[src/rtl/uart_tx_scheduler.sv]
// Shares one uart_tx among NUM_REQ byte sources: 1-deep holding slot per port,
// fixed-priority launch (port 0 highest), tx_start sequenced against tx_busy.

module uart_tx_scheduler_slot #(
    parameter int DATA_W = 8
) (
    input  logic              clock,
    input  logic              reset,
    input  logic              wr,
    input  logic [DATA_W-1:0] wr_data,
    input  logic              clr,
    output logic              full,
    output logic [DATA_W-1:0] data,
    output logic              accept,
    output logic              ovw
);
    // A post landing on the launch cycle refills the slot and is not an overwrite.
    assign ovw = wr & full & ~clr;

    always_ff @(posedge clock or negedge reset) begin
        if (!reset) begin
            full   <= 1'b0;
            data   <= '0;
            accept <= 1'b0;
        end else begin
            accept <= wr;
            if (wr) begin
                full <= 1'b1;
                data <= wr_data;
            end else if (clr) begin
                full <= 1'b0;
            end
        end
    end
endmodule

module uart_tx_scheduler #(
    parameter int NUM_REQ      = 4,
    parameter int DATA_W       = 8,
    parameter int BUSY_TIMEOUT = 16
) (
    input  logic                        clock,
    input  logic                        reset,
    input  logic [NUM_REQ-1:0]          req_valid,
    input  logic [NUM_REQ*DATA_W-1:0]   req_data,
    output logic [NUM_REQ-1:0]          req_accept,
    output logic [NUM_REQ-1:0]          pending,
    output logic                        tx_start,
    output logic [DATA_W-1:0]           tx_data,
    input  logic                        tx_busy,
    output logic [$clog2(NUM_REQ)-1:0]  grant_id,
    output logic                        active,
    output logic [7:0]                  overwrite_cnt,
    output logic [7:0]                  timeout_cnt
);
    localparam int GID_W  = $clog2(NUM_REQ);
    localparam int TMO_W  = $clog2(BUSY_TIMEOUT + 1);
    localparam int OVW_SW = $clog2(NUM_REQ + 1);

    typedef enum logic [2:0] {
        S_IDLE,
        S_LAUNCH,
        S_ARMED,
        S_BUSY,
        S_GAP
    } state_t;

    state_t                           state;
    logic [TMO_W-1:0]                 tmo;
    logic [NUM_REQ-1:0][DATA_W-1:0]   slot_data;
    logic [NUM_REQ-1:0]               slot_clr;
    logic [NUM_REQ-1:0]               slot_ovw;
    logic [GID_W-1:0]                 pick;
    logic [DATA_W-1:0]                pick_data;
    logic [OVW_SW-1:0]                ovw_sum;
    logic [8:0]                       ovw_next;

    for (genvar i = 0; i < NUM_REQ; i++) begin : g_slot
        uart_tx_scheduler_slot #(.DATA_W(DATA_W)) u_slot (
            .clock   (clock),
            .reset   (reset),
            .wr      (req_valid[i]),
            .wr_data (req_data[i*DATA_W +: DATA_W]),
            .clr     (slot_clr[i]),
            .full    (pending[i]),
            .data    (slot_data[i]),
            .accept  (req_accept[i]),
            .ovw     (slot_ovw[i])
        );
    end

    always_comb begin
        slot_clr = '0;
        if (state == S_LAUNCH)
            slot_clr[grant_id] = 1'b1;
    end

    always_comb begin
        pick = '0;
        for (int i = NUM_REQ - 1; i >= 0; i--)
            if (pending[i]) pick = GID_W'(i);
    end

    // A same-cycle repost on the chosen port replaces the slot, so launch the newer byte.
    assign pick_data = req_valid[pick] ? req_data[pick*DATA_W +: DATA_W] : slot_data[pick];

    always_comb begin
        ovw_sum = '0;
        for (int i = 0; i < NUM_REQ; i++)
            ovw_sum = ovw_sum + OVW_SW'(slot_ovw[i]);
    end

    assign ovw_next = {1'b0, overwrite_cnt} + 9'(ovw_sum);

    always_ff @(posedge clock or negedge reset) begin
        if (!reset)
            overwrite_cnt <= '0;
        else
            overwrite_cnt <= ovw_next[8] ? 8'hFF : ovw_next[7:0];
    end

    always_ff @(posedge clock or negedge reset) begin
        if (!reset) begin
            state       <= S_IDLE;
            tx_start    <= 1'b0;
            tx_data     <= '0;
            grant_id    <= '0;
            active      <= 1'b0;
            tmo         <= '0;
            timeout_cnt <= '0;
        end else begin
            tx_start <= 1'b0;
            case (state)
                S_IDLE: begin
                    if (|pending && !tx_busy) begin
                        state    <= S_LAUNCH;
                        tx_start <= 1'b1;
                        tx_data  <= pick_data;
                        grant_id <= pick;
                        active   <= 1'b1;
                    end
                end
                S_LAUNCH: begin
                    state <= S_ARMED;
                    tmo   <= '0;
                end
                S_ARMED: begin
                    if (tx_busy) begin
                        state <= S_BUSY;
                    end else if (tmo == TMO_W'(BUSY_TIMEOUT - 1)) begin
                        // Transmitter never acknowledged: drop the byte and move on.
                        state  <= S_IDLE;
                        active <= 1'b0;
                        if (timeout_cnt != 8'hFF)
                            timeout_cnt <= timeout_cnt + 8'd1;
                    end else begin
                        tmo <= tmo + 1'b1;
                    end
                end
                S_BUSY: begin
                    if (!tx_busy) state <= S_GAP;
                end
                S_GAP: begin
                    state  <= S_IDLE;
                    active <= 1'b0;
                end
                default: begin
                    state  <= S_IDLE;
                    active <= 1'b0;
                end
            endcase
        end
    end
endmodule
[config.mk]
export PLATFORM = sky130hd
export DESIGN_NAME = uart_tx_scheduler
export DESIGN_NICKNAME = d
export VERILOG_FILES = /design/src/rtl/uart_tx_scheduler.sv
export SDC_FILE = /design/constraint.sdc
export NUM_CORES = 1
export LEC_CHECK = 0
export ABC_AREA = 1
export CAP_MARGIN = 20
export CORE_MARGIN = 5
export CORE_UTILIZATION = 30
export DETAILED_ROUTE_END_ITERATION = 16
export SLEW_MARGIN = 20
export SYNTH_ARGS = -nofsm -noshare
export SYNTH_HDL_FRONTEND = slang
export SYNTH_SLANG_ARGS = --single-unit
[constraint.sdc]
create_clock -name clock -period 6.55 [get_ports clock]
set_input_delay 1.31 -clock clock [delete_from_list [all_inputs] [get_ports clock]]
set_output_delay 1.31 -clock clock [all_outputs]
set_load 0.1 [all_outputs]
# [Word-level counts from Yosys, hierarchy flattened]
# Cells that the tools add are included.
[totals] reg_bits=76
[op_classes] n_mux=35 bitwise_logic=14 n_shift=1 reduce_logical=16 n_eq_ne=11 magnitude_cmp=3 n_addsub=6
[ops] cell="$shiftx 32x6->8" count=1
[ops] cell="$mux 8" count=3
[ops] cell="$bmux 8 s2" count=1
[ops] cell="$mux 1" count=15
[ops] cell="$mux 3" count=4
[ops] cell="$pmux 3 s4" count=1
[ops] cell="$mux 5" count=2
[ops] cell="$ne 2x2->1 const B" count=5
[ops] cell="$pmux 5 s2" count=1
[ops] cell="$reduce_bool 2->1" count=5
[ops] cell="$add 8x3->9" count=1
[ops] cell="$add 8x1->8 const B" count=1
[ops] cell="$and 1x1->1" count=8
[ops] cell="$mux 2" count=4
[ops] cell="$ne 8x8->1 const B" count=1
[ops] cell="$reduce_and 4->1" count=2
[ops] cell="$eq 3x2->1 const B" count=2
[ops] cell="$lt 2x3->1 const B" count=2
[ops] cell="$not 1->1" count=6
[ops] cell="$reduce_and 3->1" count=2
[ops] cell="$add 5x1->5 const B" count=1
[ops] cell="$eq 5x4->1 const B" count=1
[ops] cell="$mux 4" count=1
[ops] cell="$reduce_or 4->1" count=1
[ops] cell="14 further kinds" count=15

# [Depth between registers and ports, before layout]
# Gate-level depths: netlist of the first run.
[depth] word_depth=12 depth_mapped=16 depth_no_buf=16

# [Modules after synthesis]
# Synthesis of the first run repeated with hierarchy kept, for this count alone.
[unflattened] hier_cells=596 area_unflattened_um2=4240.3
[modules_own_cells] mod="uart_tx_scheduler" n_inst=1 area_per_inst_um2=2743.9 cells_per_inst=432
[modules_own_cells] mod="uart_tx_scheduler_slot" n_inst=4 area_per_inst_um2=374.1 cells_per_inst=41

# [Worst setup path after synthesis of the first run]
# Ideal clock, no wire load.
[synth_path] kind="input to register" start="input port req_valid[0]" end="register overwrite_cnt[7]" stages=13 t_required_ps=6471 path_slack_ps=2723 setup_time_ps=79 arrival_ps=3748 path_cell_list="clkbuf_1 -> clkbuf_1 -> nand3_1 -> fa_1 -> fa_1 -> inv_1 -> fa_1 -> nand3_1 -> inv_1 -> nand3_1 -> nor2_1 -> nor3_1 -> a21oi_1"
[synth_between] elab_chain_len=7
[synth_lines] item="from (decl)" line_no="44" rtl="input logic [NUM_REQ-1:0] req_valid,"
[synth_lines] item="$and 1x1->1 (2 in a row)" line_no="18" rtl="assign ovw = wr & full & ~clr;"
[synth_lines] item="$add 1x1->2" line_no="110" rtl="ovw_sum = ovw_sum + OVW_SW'(slot_ovw[i]);"
[synth_lines] item="$add 2x1->3" line_no="110"
[synth_lines] item="$add 3x1->3" line_no="110"
[synth_lines] item="$add 8x3->9" line_no="113" rtl="assign ovw_next = {1'b0, overwrite_cnt} + 9'(ovw_sum);"
[synth_lines] item="$mux 8" line_no="119" rtl="overwrite_cnt <= ovw_next[8] ? 8'hFF : ovw_next[7:0];"
[synth_lines] item="to (signal assigned)" line_no="119"
[synth_lines] item="to (decl)" line_no="53" rtl="output logic [7:0] overwrite_cnt,"
# No other way between the ends.
# A chain may end at the register's enable or synchronous reset.

# [Final worst setup path of the first run]
# Ends and elaborated chain as after synthesis.

==> qor.yml, run 1 <==
yosysWarnings: 0
netlist_instances: 567
vias: 3687
fin_skew_ns: 0.00464
io_buffers: 74
cpMaxStageDelayCell: "clkdlybuf4s50_1"
dp.cells: 794
placementRows: 43
final_antenna_net_count: 0
synth.distinct_cells: 35
path_clk_slew_ns: 0.06
peakVddDrop_mv: 0.219
nets: 671
clk_path_buf_depth: 2
hold_path_class: "register to register"
finalSetupViolCount: 0
r2r_setup_slack_ns: 3.49
period_share: 0.617
dr.pass1.iters: 4
first_global_vias: 3448
netSwitchingPower_uw: 1080
cp.required_ns: 6.82
cp-startpoint: "req_valid[0]"
synth_top_area_frac: 0.450
hold_slack_ns: 0.473
worstSkewPairLatency_ns: 0.35
synth.most_common_cell: "nand2_1"
cts_buffers: 9
antenna_found_initial: 0
dp_hpwl_mm: 8.10
hold_viol_final: 0
maxSlewHeadroom: 0.322
ys.flop_type: "dfrtp_1"
cts_hold_buf: 0
crit-reg2reg-launch: "state[2]$_DFFE_PN0P_"
grt-ovfl-total: 0
p_seq_frac: 0.292
grt_setup_unrepaired: "no"
grt_pass1_wl_mm: 17.8
synth_common_cells: "nand2_1 (155), inv_1 (106), nand3_1 (99)"
clock.fmax_mhz: 247
ys_seq_area_frac: 0.450
die_area_um2: 16600
synth_area_leaders: "dfrtp_1 (45%), nand2_1 (14%), nand3_1 (12%)"
crit_type: "input pin to register"
critical_path.startpoint_type: "input pin"
multi_input_area_um2: 1730
path_cells: "clkdlybuf4s50_1 -> nand3_1 -> fa_1 -> fa_1 -> inv_1 -> fa_1 -> nand3_1 -> inv_1 -> nand3_1 -> nor2_1 -> nor3_1 -> a21oi_1"
synth-edff-count: 0
start_util: 0.305
syn_area_um2: 4230
totalWireLength_mm: 11.1
synth_area_leader_cell: "dfrtp_1"
synth_async_sr_flop_share: 1.00
fp.dieH_um: 129
gp_congestion: 0.856
status: "complete, no violations"
synth.avg_cell_area_um2: 7.46
fill_cells: 1479
antenna_cells: 0
comb_power_share: 0.499
post_cts_buffers: 0
drive_gt1_frac: 0.0540
drt_iter0_drc: 268
clock-sinks: 76
synth.net_count: 613
r2r-end: "overwrite_cnt[7]$_DFF_PN0_"
ioPinCount: 75
instances_no_fill: 810
ys_seq_elements: 76
seqCellArea_um2: 1900
via_per_inst: 4.55
intPower_uw: 1110
cp_max_fo: 20
grt_max_degree: 77
cp.arrival_ns: 4.31
endpoint: "overwrite_cnt[7]$_DFF_PN0_"
cts-root-buf: "clkbuf_16"
sw_frac_of_total: 0.492
detail_route.wl_per_cell_um: 13.8
slew_violations: 0
drcViolationCount: 0
reg2reg_depth: 15
final.setup.tns_ns: 0
die_width_um: 129
area_growth_pct: 25.1
min_period_ns: 4.04
drv_cap: 0
cts_resized: 0
clkPwrFrac: 0.209
powerDensity_nw_per_um2: 414
power.total_uw: 2190
h-tree-depth: 3
core-area_um2: 13900
endpoint_kind: "register"
slowest_delay_ns: 0.90
leakage_uw: 0.00269
tightest_slew_ns: 1.01
track_usage: 0.137
cts_tree: "built"
[worst max-delay path: cells and delay by family]
kind,cells,cell delay (ns)
AO/OA/AOI/OAI,1,0.12
buffers and inverters,3,1.10
adder cells (fa/ha/maj),3,1.17
AND/OR/NAND/NOR,5,0.60
[power groups by stage]
stage / clock network, uW / logic [uW] / registers, uW
after CTS: 473 / 1100 / 641
after global routing: 492 / 1190 / 653
after global placement: 0 / 1090 / 645
final: 458 / 1090 / 639
after floorplan: 0 / 458 / 1040
after detailed placement: 0 / 1100 / 647
[routing by layer]
layer | GRT usage | wire (um) | up-vias
met5 | 0 | 0 | -
met4 | 0.0574 | 136 | 0
met3 | 0.0299 | 542 | 10
met2 | 0.198 | 4990 | 71
met1 | 0.198 | 5470 | 1728
li1 | - | - | 1878
[logic make-up after synthesis]
kind of cell,share of synthesized area
adders and majority gates,0.0260
xor gates and xnor gates,0.0104
DFF,0.450
AOI/OAI and AO/OA,0.0713
and+or+nand+nor,0.301
buffers and inverters,0.142
[how the worst min path moves through the flow]
stage / end / startpoint / depth (start not counted)
after detailed placement: tmo[3]$_DFFE_PN0P_ / tmo[3]$_DFFE_PN0P_ / 1
after global placement: tmo[3]$_DFFE_PN0P_ / tmo[3]$_DFFE_PN0P_ / 1
after CTS: tmo[3]$_DFFE_PN0P_ / tmo[3]$_DFFE_PN0P_ / 1
final: tmo[3]$_DFFE_PN0P_ / tmo[3]$_DFFE_PN0P_ / 1
after global routing: tmo[3]$_DFFE_PN0P_ / tmo[3]$_DFFE_PN0P_ / 1
after floorplan: tmo[3]$_DFFE_PN0P_ / tmo[3]$_DFFE_PN0P_ / 1
[stage by stage]
stage / utilization / worst slack (ns) / cell area, um2
final: 0.381 / 2.51 / 5290
after global routing: 0.381 / 2.14 / 5290
after detailed placement: 0.362 / 2.11 / 5020
after CTS: 0.381 / 2.47 / 5290
after floorplan: - / 2.72 / 4230
after global placement: 0.362 / 2.22 / 5020
[final cells by class]
| cell class | instances | area share |
|---|---|---|
| multi-input cells | 352 | 0.327 |
| repair buffers | 75 | 0.142 |
| well taps | 180 | 0.0425 |
| flip-flops and latches | 76 | 0.359 |
| clock buffers | 11 | 0.0459 |
| clock inverters | 5 | 0.00520 |
| inverters | 111 | 0.0789 |
[placed cells by master, fill, tap and decap left out, drive strengths merged]
cell type / netlist / layout
xnor2: 3 / 3
clkdlybuf4s50: 0 / 73
nor2: 10 / 10
a21o: 4 / 4
o21a: 1 / 1
o21ai: 44 / 44
nand2: 160 / 160
dfrtp: 76 / 76
fa: 3 / 3
nor4: 1 / 1
ha: 4 / 4
nand3: 100 / 100
clkinv: 1 / 5
nand4: 2 / 2
o211ai: 1 / 1
a21oi: 3 / 3
o22ai: 1 / 1
a41oi: 1 / 1
nor3: 8 / 8
or2: 2 / 2
xor2: 2 / 2
buf: 20 / 2
a31oi: 1 / 1
clkbuf: 8 / 11
nand3b: 1 / 1
inv: 110 / 110
clkinvlp: 0 / 1
[state kept, by name (all words and copies together) (netlist names)]
name / cells
state: 3
tx_data: 8
g_slot.u_slot.accept: 4
g_slot.u_slot.data: 32
timeout_cnt: 8
g_slot.u_slot.full: 4
active: 1
overwrite_cnt: 8
tx_start: 1
tmo: 5
grant_id: 2
Power figures use the tool's default switching activity.
==> inputs of run 2 (changes only) <==
Clock period 6.55 ns to 3.4 ns, I/O delays scaled along.
==> qor.yml, run 2 (synthesis gave the netlist of run 1 again) <==
antenna_cells: 0  # unchanged
core-area_um2: 13900  # unchanged
fp.dieH_um: 129  # unchanged
largest_register_ff_count: 32  # unchanged
cpMaxStageDelayCell: "fa_1"
fin_ws_ns: 0.338  # -2.17 ns
final_antenna_net_count: 0  # unchanged
nets: 675  # +0.60%
crit_type: "register to register"
area_growth_pct: 24.4
crit_family: "adder cells"
cp_max_fo: 7  # -65%
cts_hold_buf: 0  # unchanged
fin_skew_ns: 0.00640  # +0.00177 ns
status: "complete, no violations"
leakage_uw: 0.00276  # +2.5%
hold_path_class: "input pin to asynchronous set/reset pin"
drcViolationCount: 0  # unchanged
dp.cells: 798  # +0.50%
met3_usage: 0.0320  # +0.00208
drt_iter0_drc: 272  # +1.5%
grt_pass1_wl_mm: 18.4  # +3.3%
final_common_cell: "nand2_1"
gp_congestion: 0.820  # -4.1%
largest_register: "g_slot.u_slot.data"
die_area_um2: 16600  # unchanged
critical_path.startpoint_type: "register"
path_cells: "inv_1 -> nor2_1 -> nand2_1 -> inv_1 -> nand3_1 -> nand3_1 -> fa_1 -> fa_1 -> inv_1 -> fa_1 -> nand3_1 -> inv_1 -> nand3_1 -> nor2_1 -> o21ai_0"
period_share: 0.901
grt_setup_unrepaired: "no"
track_usage: 0.141  # +0.00359
post_cts_buffers: 0  # unchanged
start_util: 0.305  # unchanged
instances_no_fill: 813  # +0.37%
dp_slack_ns: 0.00675  # -2.10 ns
cp.required_ns: 3.60  # -3.22 ns
path_clk_slew_ns: 0.06  # about the same
busiest_layer: "met2"
maxSlewHeadroom: 0.351  # +0.0284
slowest_delay_ns: 0.46  # -0.44 ns
endpoint_kind: "register"
cts_tree: "built"
clock-sinks: 76  # unchanged
grt-ovfl-total: 0  # unchanged
use_met1: 0.199  # +0.000681
cts_buffers: 9  # unchanged
slew_violations: 0  # unchanged
tightest_slew_ns: 0.971  # -0.0425 ns
cts-root-buf: "clkbuf_16"
antenna_found_initial: 0  # unchanged
final.setup.tns_ns: 0  # unchanged
dr.pass1.iters: 4  # unchanged
powerDensity_nw_per_um2: 808  # +95%
placementRows: 43  # unchanged
die_width_um: 129  # unchanged
cts_resized: 0  # unchanged
finalSetupViolCount: 0  # unchanged
clk_path_buf_depth: 2  # unchanged
drv_cap: 0  # unchanged
worstSkewPairLatency_ns: 0.34  # about the same
cp.buffers_inverters: 4  # +1
dp_hpwl_mm: 8.39  # +3.6%
hold_viol_final: 0  # unchanged
clock.fmax_mhz: 327
min_period_ns: 3.06
totalWireLength_mm: 11.2  # +0.30%
vias: 3745  # +1.6%
detail_route.wl_per_cell_um: 13.7  # about the same
first_global_vias: 3578  # +3.8%
drive_gt1_frac: 0.112  # +0.0582
grt_max_degree: 77  # unchanged
final_cell_mix: "nand2_1 (155), inv_1 (106), nand3_1 (99), dfrtp_1 (76), o21ai_0 (42)"
via_per_inst: 4.61  # +1.2%
cp.arrival_ns: 3.26  # -1.05 ns
peakVddDrop_mv: 0.282  # +29%
ioPinCount: 75  # unchanged
h-tree-depth: 3  # unchanged
hold_slack_ns: 0.350  # -0.123 ns
use_met2: 0.212  # +0.0134
io_buffers: 74  # unchanged
[run 2: cell types whose count changed in the layout (fill, tap and decap cells not counted)]
cell             before  now
buf_4                 1   38
clkbuf_1              1    0
clkdlybuf4s50_1      73   40
bufinv_16             0    1
clkinv_2              5    4
[run 2: final cells by class]
class | count | area (um2)
Timing Repair Buffer | 79 | 697
Clock inverter | 5 | 52.6
Inverter | 111 | 418
Multi-Input combinational cell | 352 | 1730
Sequential cell | 76 | 1900
Clock buffer | 10 | 239
Tap cell | 180 | 225
Fill cell | 1463 | 8620
[run 2: where the power goes]
group          switching (uW)  leakage, uW  internal, uW
Combinational            1560      0.00168           513
Sequential                144     0.000933          1090
Clock                     364     0.000144           580
[run 2: per-layer routing]
layer | vias to the layer above | routed length (um)
li1 | 1882 | -
met1 | 1770 | 5280
met2 | 77 | 5060
met3 | 16 | 613
met4 | 0 | 217
met5 | - | 0
[run 2: worst paths after layout]
| path | start | to | slack (ns) | cells past startpoint |
|---|---|---|---|---|
| worst max-delay path | state[0]$_DFFE_PN0P_ | overwrite_cnt[6]$_DFF_PN0_ | 0.34 | 15 |
| worst min-delay path | reset | overwrite_cnt[6]$_DFF_PN0_ | 0.35 | 1 |
| worst max register to register | state[0]$_DFFE_PN0P_ | overwrite_cnt[6]$_DFF_PN0_ | 0.34 | 15 |
| worst min register to register | tmo[3]$_DFFE_PN0P_ | tmo[3]$_DFFE_PN0P_ | 0.46 | 1 |
| max in group asynchronous | reset | g_slot[1].u_slot.data[1]$_DFFE_PN0P_ | 2.53 | 1 |
| min in group clock | tmo[3]$_DFFE_PN0P_ | tmo[3]$_DFFE_PN0P_ | 0.46 | 1 |
[run 2: through the flow]
step / util / power, uW / instance area, um2
6_report: 0.379 / 4250 / 5260
5_1_grt: 0.379 / 4540 / 5260
4_1_cts: 0.379 / 4310 / 5260
3_5_place_dp: 0.358 / 3340 / 4970
3_3_place_gp: 0.358 / 3310 / 4970
2_1_floorplan: - / 2880 / 4230
==> inputs of run 3 (changes only) <==
Settings changed: SLEW_MARGIN 20 to unset.
Clock period 3.4 ns to 3 ns, I/O delays scaled along.
==> qor.yml, run 3 (synthesis gave the netlist of run 1 again) <==
status: "complete, no violations"
cts-root-buf: "clkbuf_16"
start_util: 0.305  # unchanged
fin_ws_ns: 0.212  # -0.126 ns
leakage_uw: 0.00278  # +0.79%
nets: 680  # +0.74%
die_width_um: 129  # unchanged
path_clk_slew_ns: 0.06  # about the same
grt_max_degree: 46  # -40%
instances_no_fill: 819  # +0.74%
sw_frac_of_total: 0.489  # +0.00127
utilization: 0.383  # +0.00388
cts_tree: "built"
comb_power_share: 0.489  # about the same
first_global_vias: 3725  # +4.1%
slowest_delay_ns: 0.45  # about the same
final_common_cell: "nand2_1"
grt_pass1_wl_mm: 18.7  # +2.0%
hold_path_class: "input pin to asynchronous set/reset pin"
cp.arrival_ns: 3.05  # -0.21 ns
via_per_inst: 4.61  # about the same
period_share: 0.929  # +0.0289
drv_cap: 0  # unchanged
placementRows: 43  # unchanged
cp_max_fo: 6  # -1
drt_iter0_drc: 263  # -3.3%
cp-startpoint: "state[1]$_DFFE_PN0P_"
crit_type: "register to register"
powerDensity_nw_per_um2: 923  # +14%
finalSetupViolCount: 0  # unchanged
fp.dieH_um: 129  # unchanged
antenna_cells: 0  # unchanged
endpoint_kind: "register"
critical_path.startpoint_type: "register"
netSwitchingPower_uw: 2400  # +16%
worstSkewPairLatency_ns: 0.34  # about the same
maxSlewHeadroom: 0.578  # +0.227
io_buffers: 74  # unchanged
die_area_um2: 16600  # unchanged
ioPinCount: 75  # unchanged
gp_congestion: 0.832  # +1.5%
path_cells: "inv_1 -> nand2_1 -> inv_2 -> nand3_2 -> nand3_1 -> fa_1 -> fa_1 -> inv_1 -> fa_1 -> nand3_1 -> inv_2 -> nand3_1 -> nor2_2 -> nor3_1 -> a21oi_1"
fin_skew_ns: 0.00564  # -0.000762 ns
crit-reg2reg-launch: "state[1]$_DFFE_PN0P_"
largest_register: "g_slot.u_slot.data"
antenna_found_initial: 0  # unchanged
final_cell_mix: "nand2_1 (155), inv_1 (103), nand3_1 (97), dfrtp_1 (74), buf_4 (47)"
cpMaxStageDelayCell: "fa_1"
min_period_ns: 2.79  # -0.274 ns
fill_cells: 1443  # -1.4%
dp_slack_ns: -0.377  # -0.384 ns
area_growth_pct: 25.7
drive_gt1_frac: 0.139  # +0.0271
grt_setup_unrepaired: "no"
slew_violations: 0  # unchanged
drcViolationCount: 0  # unchanged
cp.required_ns: 3.26  # -0.34 ns
cts_buffers: 9  # unchanged
h-tree-depth: 3  # unchanged
dp.cells: 803  # +0.63%
detail_route.wl_per_cell_um: 13.8  # +0.56%
clk_path_buf_depth: 2  # unchanged
clock.fmax_mhz: 359  # +9.8%
clock-sinks: 76  # unchanged
p_seq_frac: 0.287  # -0.003
tightest_slew_ns: 0.631  # -0.340 ns
peakVddDrop_mv: 0.323  # +14%
vias: 3773  # +0.75%
final_antenna_net_count: 0  # unchanged
track_usage: 0.143  # +0.00246
grt-ovfl-total: 0  # unchanged
intPower_uw: 2510  # +15%
totalWireLength_mm: 11.3  # +1.3%
core-area_um2: 13900  # unchanged
dr.pass1.iters: 4  # unchanged
largest_register_ff_count: 32  # unchanged
clkPwrFrac: 0.224  # +0.002
dp_hpwl_mm: 8.58  # +2.3%
hold_viol_final: 0  # unchanged
==> run 3: cell type report <==
class / instances / area, um2 / area share
Sequential cell: 76 / 1900 / 0.358
Multi-Input combinational cell: 352 / 1740 / 0.328
Timing Repair Buffer: 84 / 722 / 0.136
Inverter: 111 / 418 / 0.0786
Clock buffer: 10 / 239 / 0.0450
Tap cell: 180 / 225 / 0.0424
Clock inverter: 6 / 63.8 / 0.0120
==> run 3: repair_timing <==
| item | 4_1_cts | 5_1_grt |
|---|---|---|
| resized for setup | 1 | 7 |
| hold buffers | 0 | 0 |
| setup buffers | 0 | 0 |
| setup endpoints to repair | 2 | 8 |
| pin swaps | 0 | 1 |
| hold endpoints to repair | 0 | 0 |
==> run 3: power by group through the flow <==
| stage | logic, uW | registers, uW | clock network [uW] |
|---|---|---|---|
| 2_1_floorplan | 1000 | 2270 | 0 |
| 3_3_place_gp | 2370 | 1410 | 0 |
| 3_5_place_dp | 2410 | 1420 | 0 |
| 4_1_cts | 2410 | 1410 | 1120 |
| 5_1_grt | 2600 | 1440 | 1160 |
| 6_report | 2400 | 1410 | 1100 |
==> run 3: routing by layer <==
layer / GRT usage / share of wire / vias up / routed length, um
li1: - / - / 1900 / -
met1: 0.198 / 0.47 / 1768 / 5310
met2: 0.224 / 0.45 / 93 / 5140
met3: 0.0266 / 0.059 / 12 / 671
met4: 0.0537 / 0.017 / 0 / 193
met5: 0 / 0 / - / 0
==> run 3: worst max-delay path, delay by kind of cell (launching register included) <==
family                   cells  cell delay, ns
AO/OA/AOI/OAI                1            0.11
buffers and inverters        4            0.45
AND/OR/NAND/NOR              7            0.68
adder cells (fa/ha/maj)      3            1.07
flip-flops                   1            0.41
==> run 3: final timing paths <==
kind / to / slack [ns] / cells after the start
min in group clock: tmo[3]$_DFFE_PN0P_ / 0.47 / 1
max in group asynchronous: g_slot[0].u_slot.data[0]$_DFFE_PN0P_ / 2.06 / 2
worst min register to register: tmo[3]$_DFFE_PN0P_ / 0.47 / 1
worst min-delay path: timeout_cnt[6]$_DFFE_PN0P_ / 0.26 / 1
worst max register to register: overwrite_cnt[7]$_DFF_PN0_ / 0.21 / 15
worst max-delay path: overwrite_cnt[7]$_DFF_PN0_ / 0.21 / 15
==> run 3: through the flow <==
stage / power [uW] / instance area [um2] / hold WS (ns) / TNS [ns]
final: 4910 / 5320 / 0.263 / 0
after global placement: 3780 / 5000 / 0.453 / -1.84
after CTS: 4940 / 5300 / 0.291 / 0
after floorplan: 3270 / 4240 / 0.304 / 0
after detailed placement: 3830 / 5000 / 0.468 / -2.33
after global routing: 5200 / 5320 / 0.329 / 0
